File: src/rtl/srm_mem_pkg.sv
// Shared types and default geometry for the single-port memory arbiter.
// Holds the FSM state encoding, the grant encoding and the default widths.
package srm_mem_pkg;

    localparam int ADDR_W_DEF     = 22;
    localparam int DATA_W_DEF     = 32;
    localparam int LINE_WORDS_DEF = 4;

    typedef enum logic [1:0] {
        IDLE  = 2'd0,
        IFILL = 2'd1,
        DACC  = 2'd2
    } arb_state_e;

    typedef enum logic {
        GNT_I = 1'b0,
        GNT_D = 1'b1
    } grant_e;

endpackage

File: src/rtl/mem_port_arbiter.sv
// Shares one memory port between icache line refills and core data accesses.
// Round-robin on ties, one IDLE turnaround cycle between grants.
module mem_port_arbiter
    import srm_mem_pkg::*;
#(
    parameter int ADDR_W     = ADDR_W_DEF,
    parameter int DATA_W     = DATA_W_DEF,
    parameter int LINE_WORDS = LINE_WORDS_DEF
) (
    input  logic              clk,
    input  logic              Res,
    input  logic              i_req,
    input  logic [ADDR_W-1:0] i_addr,
    output logic              i_valid,
    output logic [DATA_W-1:0] i_rdata,
    output logic              i_done,
    input  logic              d_req,
    input  logic              d_we,
    input  logic [ADDR_W-1:0] d_addr,
    input  logic [DATA_W-1:0] d_wdata,
    output logic              d_ack,
    output logic [DATA_W-1:0] d_rdata,
    output logic              mem_req,
    output logic              mem_we,
    output logic [ADDR_W-1:0] mem_addr,
    output logic [DATA_W-1:0] mem_wdata,
    input  logic [DATA_W-1:0] mem_rdata,
    input  logic              mem_rdy
);

    localparam int OFF_W  = $clog2(LINE_WORDS);
    localparam int LINE_W = ADDR_W - OFF_W;
    localparam logic [OFF_W-1:0] LAST_BEAT = OFF_W'(LINE_WORDS - 1);

    arb_state_e        state_q;
    grant_e            last_grant_q;
    grant_e            grant_d;
    logic [OFF_W-1:0]  beat_cnt_q;
    logic [LINE_W-1:0] line_q;
    logic [ADDR_W-1:0] addr_q;
    logic              we_q;
    logic [DATA_W-1:0] wdata_q;

    always_comb begin
        grant_d = GNT_I;
        if (i_req && d_req) begin
            grant_d = (last_grant_q == GNT_I) ? GNT_D : GNT_I;
        end else if (d_req) begin
            grant_d = GNT_D;
        end
    end

    // last_grant only moves on a tie, so alternation is between contended grants.
    always_ff @(posedge clk) begin
        if (Res) begin
            state_q      <= IDLE;
            last_grant_q <= GNT_I;
            beat_cnt_q   <= '0;
            line_q       <= '0;
            addr_q       <= '0;
            we_q         <= 1'b0;
            wdata_q      <= '0;
        end else begin
            case (state_q)
                IDLE: begin
                    if (i_req || d_req) begin
                        if (i_req && d_req) begin
                            last_grant_q <= grant_d;
                        end
                        if (grant_d == GNT_I) begin
                            state_q <= IFILL;
                            line_q  <= LINE_W'(i_addr >> OFF_W);
                        end else begin
                            state_q <= DACC;
                            addr_q  <= d_addr;
                            we_q    <= d_we;
                            wdata_q <= d_wdata;
                        end
                    end
                end
                IFILL: begin
                    if (mem_rdy) begin
                        beat_cnt_q <= beat_cnt_q + 1'b1;
                        if (beat_cnt_q == LAST_BEAT) begin
                            state_q <= IDLE;
                        end
                    end
                end
                DACC: begin
                    if (mem_rdy) begin
                        state_q <= IDLE;
                    end
                end
                default: state_q <= IDLE;
            endcase
        end
    end

    always_comb begin
        mem_req   = 1'b0;
        mem_we    = 1'b0;
        mem_addr  = '0;
        mem_wdata = '0;
        i_valid   = 1'b0;
        i_rdata   = '0;
        i_done    = 1'b0;
        d_ack     = 1'b0;
        d_rdata   = '0;
        case (state_q)
            IFILL: begin
                mem_req  = 1'b1;
                mem_addr = {line_q, beat_cnt_q};
                if (mem_rdy) begin
                    i_valid = 1'b1;
                    i_rdata = mem_rdata;
                    i_done  = (beat_cnt_q == LAST_BEAT);
                end
            end
            DACC: begin
                mem_req   = 1'b1;
                mem_we    = we_q;
                mem_addr  = addr_q;
                mem_wdata = wdata_q;
                if (mem_rdy) begin
                    d_ack   = 1'b1;
                    d_rdata = mem_rdata;
                end
            end
            default: ;
        endcase
    end

endmodule

File: config.mk
export PLATFORM = sky130hd
export DESIGN_NAME = mem_port_arbiter
export DESIGN_NICKNAME = d
export VERILOG_FILES = /design/src/rtl/srm_mem_pkg.sv /design/src/rtl/mem_port_arbiter.sv
export SDC_FILE = /design/constraint.sdc
export NUM_CORES = 1
export LEC_CHECK = 0
export CAP_MARGIN = 20
export CORE_MARGIN = 2
export CORE_UTILIZATION = 40
export CTS_BUF_LIST = sky130_fd_sc_hd__clkbuf_2
export DETAILED_ROUTE_END_ITERATION = 6
export GPL_TIMING_DRIVEN = 0
export PLACE_DENSITY = 0.9
export SLEW_MARGIN = 20
export SYNTH_ARGS = -nofsm -noshare
export SYNTH_HDL_FRONTEND = slang
export SYNTH_SLANG_ARGS = --single-unit
File: constraint.sdc
create_clock -name clk -period 2 [get_ports clk]
set_input_delay 0.2 -clock clk [delete_from_list [all_inputs] [get_ports clk]]
set_output_delay 0.2 -clock clk [all_outputs]
set_load 0.02 [all_outputs]
# == Word-level counts from Yosys, hierarchy flattened ==
# Index checks and enable logic that the tools add are counted.
# word_totals
reg_bits,80
latch_bits,0
ramBits,0
romBits,0
inputBits,114
wordCells,46
memories,0
# op_classes
n_addsub,1
n_mul,0
div_mod_pow,0
order_cmp,0
eq_ne,7
shift,0
muxes,21
n_bitwise,1
n_reduce_logical,9
# op_table
cell,n
$mux 32,4
$pmux 22 s2,1
$mux 1,10
$mux 2,5
$reduce_and 3->1,3
$ne 2x2->1 const B,4
$pmux 2 s3,1
$eq 2x2->1 const B,2
$reduce_and 4->1,1
$add 2x1->2 const B,1
$eq 2x1->1 const B,1
$logic_not 2->1,1
$reduce_and 2->1,1
$reduce_or 2->1,1
$logic_and 1x1->1,1
$logic_or 1x1->1,1
$not 1->1,1

# == Longest topological paths before layout ==
# depth
depth_word,5
mapped_depth,7

# == Worst setup path after synthesis ==
# No wires, ideal clock.
# synth_timing
path_kind,reg-to-output
from,reg state_q[1]
to,out mem_addr[0]
arrival_ns,1.485
t_required_ns,1.800
slack_ns,0.315
stages_incl_launch_ff,7
n_path_buf,2
cell_sequence,dfxtp_1 > inv_1 > ha_1 > clkbuf_1 > clkbuf_1 > a22oi_1 > nor2b_1
# synth_between
elab_chain_len,2
# synth_rtl
item,line,rtl
from (decl),mem_port_arbiter.sv:35,arb_state_e state_q;
from (signal assigned),mem_port_arbiter.sv:56,state_q <= IDLE;
from (signal assigned),mem_port_arbiter.sv:71,state_q <= IFILL;
from (signal assigned),mem_port_arbiter.sv:74,state_q <= DACC;
$eq 2x2->1 or $eq 2x1->1 (tied branches),mem_port_arbiter.sv:109,case (state_q)
$pmux 22 s2 (*),mem_port_arbiter.sv:109,
to (decl),mem_port_arbiter.sv:25,"output logic [ADDR_W-1:0] mem_addr,"
# Every way passes the cells marked *; elsewhere a longest branch is shown, timed or not.

# == Worst setup path in the final report ==
# layout_timing
from,reg state_q[0]
to,out mem_addr[7]
# Same word-level chain as after synthesis.

==> results by group <==
Setup path
  – Required time at the endpoint of the critical path: ~1.8 ns
  – Slack of the worst reg-to-reg path: roughly 0.080 ns
  – Worst-case reg-to-reg path depth: 6
  – Start of the worst register-to-register path: state_q[0]
  – CP Launch Type: register
  – CP arrival: 1.91 ns
  – Endpoint of the worst-slack reg-to-reg timing path: state_q[1]
  – Highest net fanout along the worst path: 6
  – Kind of end point of the critical path: output port
  – Critical path class: register to output port

Logic synthesis
  – Proportion of register bits with asynchronous set or reset after synthesis: 0%
  – Largest cells by area after synthesis: sky130_fd_sc_hd__dfxtp_1 38%, sky130_fd_sc_hd__and3_1 9.5%, sky130_fd_sc_hd__a21oi_1 8.9%
  – Yosys top cell by area: sky130_fd_sc_hd__dfxtp_1
  – Average instance area after synthesis: 7.80 sq um
  – Post-Syn Nets: 666
  – Area share of the largest cell type after synthesis: 37.6%
  – EDFF count, synth: 0
  – Warnings from Yosys: 0
  – Sequential area share after synthesis: between 30% and 40%
  – Number of distinct library cells after synthesis: 28
  – Primary FF master, synth: sky130_fd_sc_hd__dfxtp_1
  – Post-synthesis sequential element count: 80
  – Synth Instances: about 550
  – Mapped Area: 4260 sq um

Detailed routing
  – Detailed-route wire length per cell: 17.9 um
  – Vias per inst: 5.46
  – Iteration-0 DRC Markers: about 380
  – Count of vias placed by the detailed router: around 5200
  – DRC Markers: 0
  – Drt pass-1 iters: 5
  – Final Routed Wirelength: roughly 17 mm
  – Remaining antenna violation count after routing: 0

Floorplanning
  – Full die area: roughly 11000 sq um
  – IO Count: 237
  – Area of the core: 10300 sq um
  – Initial cell density of the core: roughly two fifths
  – Row count: 37
  – Height of the chip: about 110 um
  – Die X-Extent: approximately 110 um

Min path
  – Endpoint of the worst hold-timing path: state_q[0]
  – Hold Startpoint: Res
  – Worst Hold Path Cells: 3
  – Class of the worst hold path: input pin to register

Placed design
  – Number of cells after detailed placement: approximately 900
  – Quantity of I/O buffers inserted on ports: roughly 230
  – Routability-driven placement congestion ratio: slightly below 0.9
  – Dpl hpwl: 12.4 mm

Status
  – Status: finished, violations left
  – Failing checks: negative setup slack

GRT
  – GRT Resource Usage Total: 27.6%
  – Global-route wire length before repair: roughly 25 mm
  – Overall overflow remaining after global route: 0
  – Antenna violations before repair: 4
  – Pin count of the biggest net entering global routing: 15
  – Vias in the first global route: between 5000 and 6000

STA
  – Final cycle utilization of the critical path: 106%
  – Final Worst Setup Slack: -0.112 ns
  – Number of pins exceeding their max-slew limit in the final report: 0
  – Timing-limited maximum frequency: around 0.47 GHz
  – Endpoints failing setup: 33
  – Worst Skew: 0.0240 ns
  – Tightest Pin Transition: 0.586 ns
  – Setup repair after global routing missed its margin: true
  – Post-route minimum period: approximately 2.1 ns
  – Worst slew slack as a fraction of its limit: 61.0%
  – Hold Violations, Final: 0

Clock tree
  – Insertion delay to the later sink of the worst-skew pair: 0.56 ns
  – CTS H-tree lvls: 3
  – Post-CTS Hold Fix Bufs: 0
  – Clock-pin transition on the worst setup and hold timing paths: roughly 0.21 ns
  – Number of sinks handled by clock tree synthesis: 80
  – CTS Root Cell: sky130_fd_sc_hd__clkbuf_2
  – Max clock buf depth: 2
  – TritonCTS clock tree: yes
  – CTS Buf Count: 9

Final layout
  – Post-Layout Cell Count: 949
  – Ratio of cells with drive above 1 in the final layout: around 32%
  – Syn-to-layout area delta: 72.0%
  – Number of nets in the final layout: a little over 900

Pwr
  – Total Power Consumption: 0.00452 W
  – Power per standard cell area: 617 nW/um^2
  – Leakage Power: between 3 and 4 nW
  – Peak ir drop on the vdd network: 399 uV

Run
  – Max capacitance violation total: 0
per-stage QoR:
step	setup slack (ns)	util, %	hold slack [ns]	setup TNS (ns)	cell area, sq um
finish	-0.112	71.0	0.110	-1.79	7330
floorplan	0.315	-	0.348	0	4260
global route	-0.109	71.0	0.150	-2.60	7330
global placement	-0.549	65.5	0.462	-31.70	6760
CTS	-0.102	66.9	0.0781	-2.44	6910
detailed placement	-0.623	65.5	0.467	-38.34	6760
routing by layer:
layer  vias up  GRT usage (%)  wire, um
met5         -              0         0
met4         0           17.3       820
met3        58           5.23      1130
met2       251           47.8      8590
met1      2404           30.9      6410
li1       2464              -         -
registers in the layout (all words and copies together), names as in the netlist:
register	flops
beat_cnt_q	2
state_q	2
addr_q	22
wdata_q	32
line_q	20
we_q	1
last_grant_q	1
critical path: stages, from the launching register on:
cell                      delay, ns
sky130_fd_sc_hd__dfxtp_4       0.42
sky130_fd_sc_hd__buf_6         0.12
sky130_fd_sc_hd__ha_4          0.21
sky130_fd_sc_hd__buf_4         0.17
sky130_fd_sc_hd__a22oi_1       0.21
sky130_fd_sc_hd__nor2b_1       0.07
sky130_fd_sc_hd__buf_4         0.16
Yosys cell counts (all sizes together), types with 2 or more instances:
cell type and instances:
o21ai 75, nor2 4, a21oi 76, a22oi 22
inv 3, nand3 57, buf 22, ha 6
xor2 2, dfxtp 80, and2 36, nor2b 24
and3 65, nand2 5, or3b 20, clkbuf 42
kinds of logic (layout without fill, tap and decap cells):
logic type                 count (synthesis)  in the layout  share of synthesized area (%)
xor gates and xnor gates                   2              2                          0.411
buffers and inverters                     67            330                           7.14
muxes                                      1              1                          0.264
other                                      0              4                              0
adders and majority gates                  6              6                           1.76
AOI/OAI and AO/OA                        176            176                           22.3
and+or+nand+nor                          214            214                           30.5
DFF                                       80             80                           37.6
placed cells by master, fill, tap and decap left out, types with 13 or more instances in the layout:
| master | netlist | final |
|---|---|---|
| sky130_fd_sc_hd__nor2b_1 | 23 | 14 |
| sky130_fd_sc_hd__a22oi_2 | 0 | 21 |
| sky130_fd_sc_hd__or3b_1 | 20 | 20 |
| sky130_fd_sc_hd__a21oi_1 | 76 | 76 |
| sky130_fd_sc_hd__and3_1 | 65 | 36 |
| sky130_fd_sc_hd__nand3_1 | 57 | 57 |
| sky130_fd_sc_hd__clkdlybuf4s50_1 | 0 | 110 |
| sky130_fd_sc_hd__dfxtp_1 | 80 | 78 |
| sky130_fd_sc_hd__buf_2 | 15 | 74 |
| sky130_fd_sc_hd__and3_4 | 0 | 29 |
| sky130_fd_sc_hd__o21ai_0 | 35 | 35 |
| sky130_fd_sc_hd__buf_6 | 2 | 51 |
| sky130_fd_sc_hd__buf_4 | 5 | 28 |
| sky130_fd_sc_hd__clkbuf_1 | 42 | 23 |
| sky130_fd_sc_hd__and2_1 | 36 | 35 |
| sky130_fd_sc_hd__clkbuf_2 | 0 | 13 |
| sky130_fd_sc_hd__o21ai_1 | 40 | 40 |
area by class of cell:
| type | count | area [sq um] |
|---|---|---|
| plain buffers | 59 | 410 |
| flip-flops and latches | 80 | 1610 |
| clock buffers | 9 | 45.0 |
| repair buffers | 252 | 2270 |
| multi-input cells | 399 | 2730 |
| fillers | 777 | 3000 |
| clock inverters | 7 | 71.3 |
| well taps | 136 | 170 |
| inverters | 3 | 18.8 |
| diodes | 4 | 10.0 |
where the power goes:
group	total [W]	leakage (nW)	switching, W	internal, W
Sequential	0.00185	0.657	0.0000985	0.00175
Combinational	0.00178	2.37	0.000891	0.000887
Clock	0.000897	0.0676	0.000608	0.000289
Total	0.00452	3.09	0.00160	0.00293
what timing repair did:
item                                   CTS  global route
endpoints found under the hold margin    0             0
pin swaps                                4            17
buffers inserted                        13             2
gates cloned                             2             2
setup endpoints to repair              123            88
gates resized for setup                600           123
worst max path at each step:
| stage | depth (start not counted) | slack (ns) | to | from |
|---|---|---|---|---|
| after detailed placement | 7 | -0.62 | mem_addr[14] | state_q[0] |
| after global routing | 6 | -0.11 | mem_addr[7] | state_q[0] |
| final | 6 | -0.11 | mem_addr[7] | state_q[0] |
| after CTS | 7 | -0.10 | d_rdata[2] | state_q[1] |
| after global placement | 7 | -0.55 | mem_addr[14] | state_q[0] |
| after floorplan | 6 | 0.32 | mem_addr[0] | state_q[1] |
(Power assumes the default switching activity.)
==> RTL edit: new RTL, config.mk and constraints unchanged <==
Change the package constant `ADDR_W_DEF` from 22 to 44.
--- a/src/rtl/srm_mem_pkg.sv
+++ b/src/rtl/srm_mem_pkg.sv
@@ -3,5 +3,5 @@
 package srm_mem_pkg;
 
-    localparam int ADDR_W_DEF     = 22;
+    localparam int ADDR_W_DEF     = 44;
     localparam int DATA_W_DEF     = 32;
     localparam int LINE_WORDS_DEF = 4;
Interface: changed (resized d_addr, i_addr and mem_addr); port bits go from 237 to 303. No check against the original RTL was run, so the function may have changed too.
==> RTL edit against the original RTL <==
- the flow finishes with violations (design-rule violations, negative setup slack)
- cell area grew 57%
- synthesized area grew 51%
- total power is 70% higher
- maximum frequency shrank 8.4%
- wire length up 63%
- worst setup slack lost 0.19 ns
- critical path depth increased by 1
- first-iteration DRC count is 41% higher
- sequential cell count rose by 44
- critical path type unchanged
==> RTL edit: results (changes against the original RTL) <==
status: "complete, but fails checks"
failed_checks: "design-rule violations, negative setup slack"
antenna_fix_cells: 0  # -4
seq_share_pct: 21.7  # -0.29 points
finalSetupViolCount: 143  # +330%
synth_sequential_area_ratio_pct: 38.5  # +0.90 points
via_count_of_the_first_global_routing_pass: 7305  # +46%
global_route.usage.met2_pct: 49.4  # +1.5 points
layout-drive-gt1-share_pct: 33.7  # +1.6 points
timing.clock.skew_ns: 0.0477  # +0.0238 ns
synth_cell_type_count: 29  # +3.6%
synthTopCellsByCount: "sky130_fd_sc_hd__dfxtp_1 (124), sky130_fd_sc_hd__a21oi_1 (120), sky130_fd_sc_hd__o21ai_0 (119), sky130_fd_sc_hd__clkbuf_1 (79), sky130_fd_sc_hd__or3b_1 (77)"
postCtsSetupRepairBufs: 11  # -2
numCtsBuffers: 17  # +8
cts_repair_resize_count: 845  # +41%
postLayoutSetupSlackWorst_ns: -0.306  # -0.194 ns
gp_congestion: 0.865  # -1.3%
grtUsageTotal_pct: 29.5  # +1.9 points
antenna_violations_before_repair: 0  # -4
detail_route.vias_per_cell: 5.56  # +2.0%
power.switching_mw: 2.65  # +66%
met2RoutedLength_um: 13800  # +60%
synthTopCellsByArea: "sky130_fd_sc_hd__dfxtp_1 (38%), sky130_fd_sc_hd__or3b_1 (10%), sky130_fd_sc_hd__a21oi_1 (9.3%), sky130_fd_sc_hd__o21ai_0 (9.2%), sky130_fd_sc_hd__and3_1 (6.3%)"
power.sequential.fraction_pct: 37.1  # -3.8 points
clkPwrFrac_pct: 25.2  # +5.4 points
met1_length_um: 10900  # +70%
multiInputGateArea_mm2: 0.00417  # +53%
n_sequential_cell: 124  # +55%
drt_first_iter_violations: 532  # +41%
bufAreaShareNonClock_pct: 36.9  # +0.34 points
worstHoldStart: "i_addr[39]"
fin_setup_tns_ns: -29.75  # -27.96 ns
layout.clock.cell_area_share_pct: 2.56  # +0.97 points
cts.reportedPaths.clkPinSlew_ns: 0.24  # +0.03 ns
grt.met3_usage_pct: 7.86  # +2.6 points
drt-pass1-iter-count: 7  # +2
htreeDepth: 4  # +1
route.met3.wl_um: 2270  # +100%
io_buffers: 299  # +28%
power_density_mw_per_mm2: 670  # +8.5%
route.detailed.drc: 2  # +2
reg.largest.list: "addr_q: 44 flops, line_q: 42 flops, wdata_q: 32 flops"
num-fill-cells: 1146  # +47%
synth_nets: 962  # +44%
vdd_drop_max_v: 0.000603  # +51%
clkLatencyLatePin_ns: 0.71  # +0.15 ns
grt_start_max_net_pins: 17  # +2
globalRouteMet1Util_pct: 37.0  # +6.1 points
-- RTL edit: metrics by stage --
stage | std cells | cell area, um^2 | setup WS (ns)
3_5_place_dp | 1313 | 9710 | -0.800
4_1_cts | 1362 | 10300 | -0.325
2_1_floorplan | 798 | 6450 | 0.217
5_1_grt | 1391 | 11500 | -0.421
6_report | 1391 | 11500 | -0.306
3_3_place_gp | 1313 | 9710 | -0.787
-- RTL edit: path summary, 6_finish.rpt --
path	to	cells past startpoint	slack (ns)
min reg2reg	wdata_q[1]	2	0.49
max	mem_addr[13]	7	-0.31
max reg2reg	line_q[35]	7	0.10
min	line_q[37]	3	0.05
-- RTL edit: kinds of logic (layout without fill, tap and decap cells) --
family,Yosys count,count (layout),synth area share [%]
xor+xnor,2,2,0.272
buf+inv,99,476,6.81
mux,1,1,0.175
flops,124,124,38.5
fa+ha+maj,6,6,1.16
compound gates,286,286,24.1
simple gates,280,280,29.0
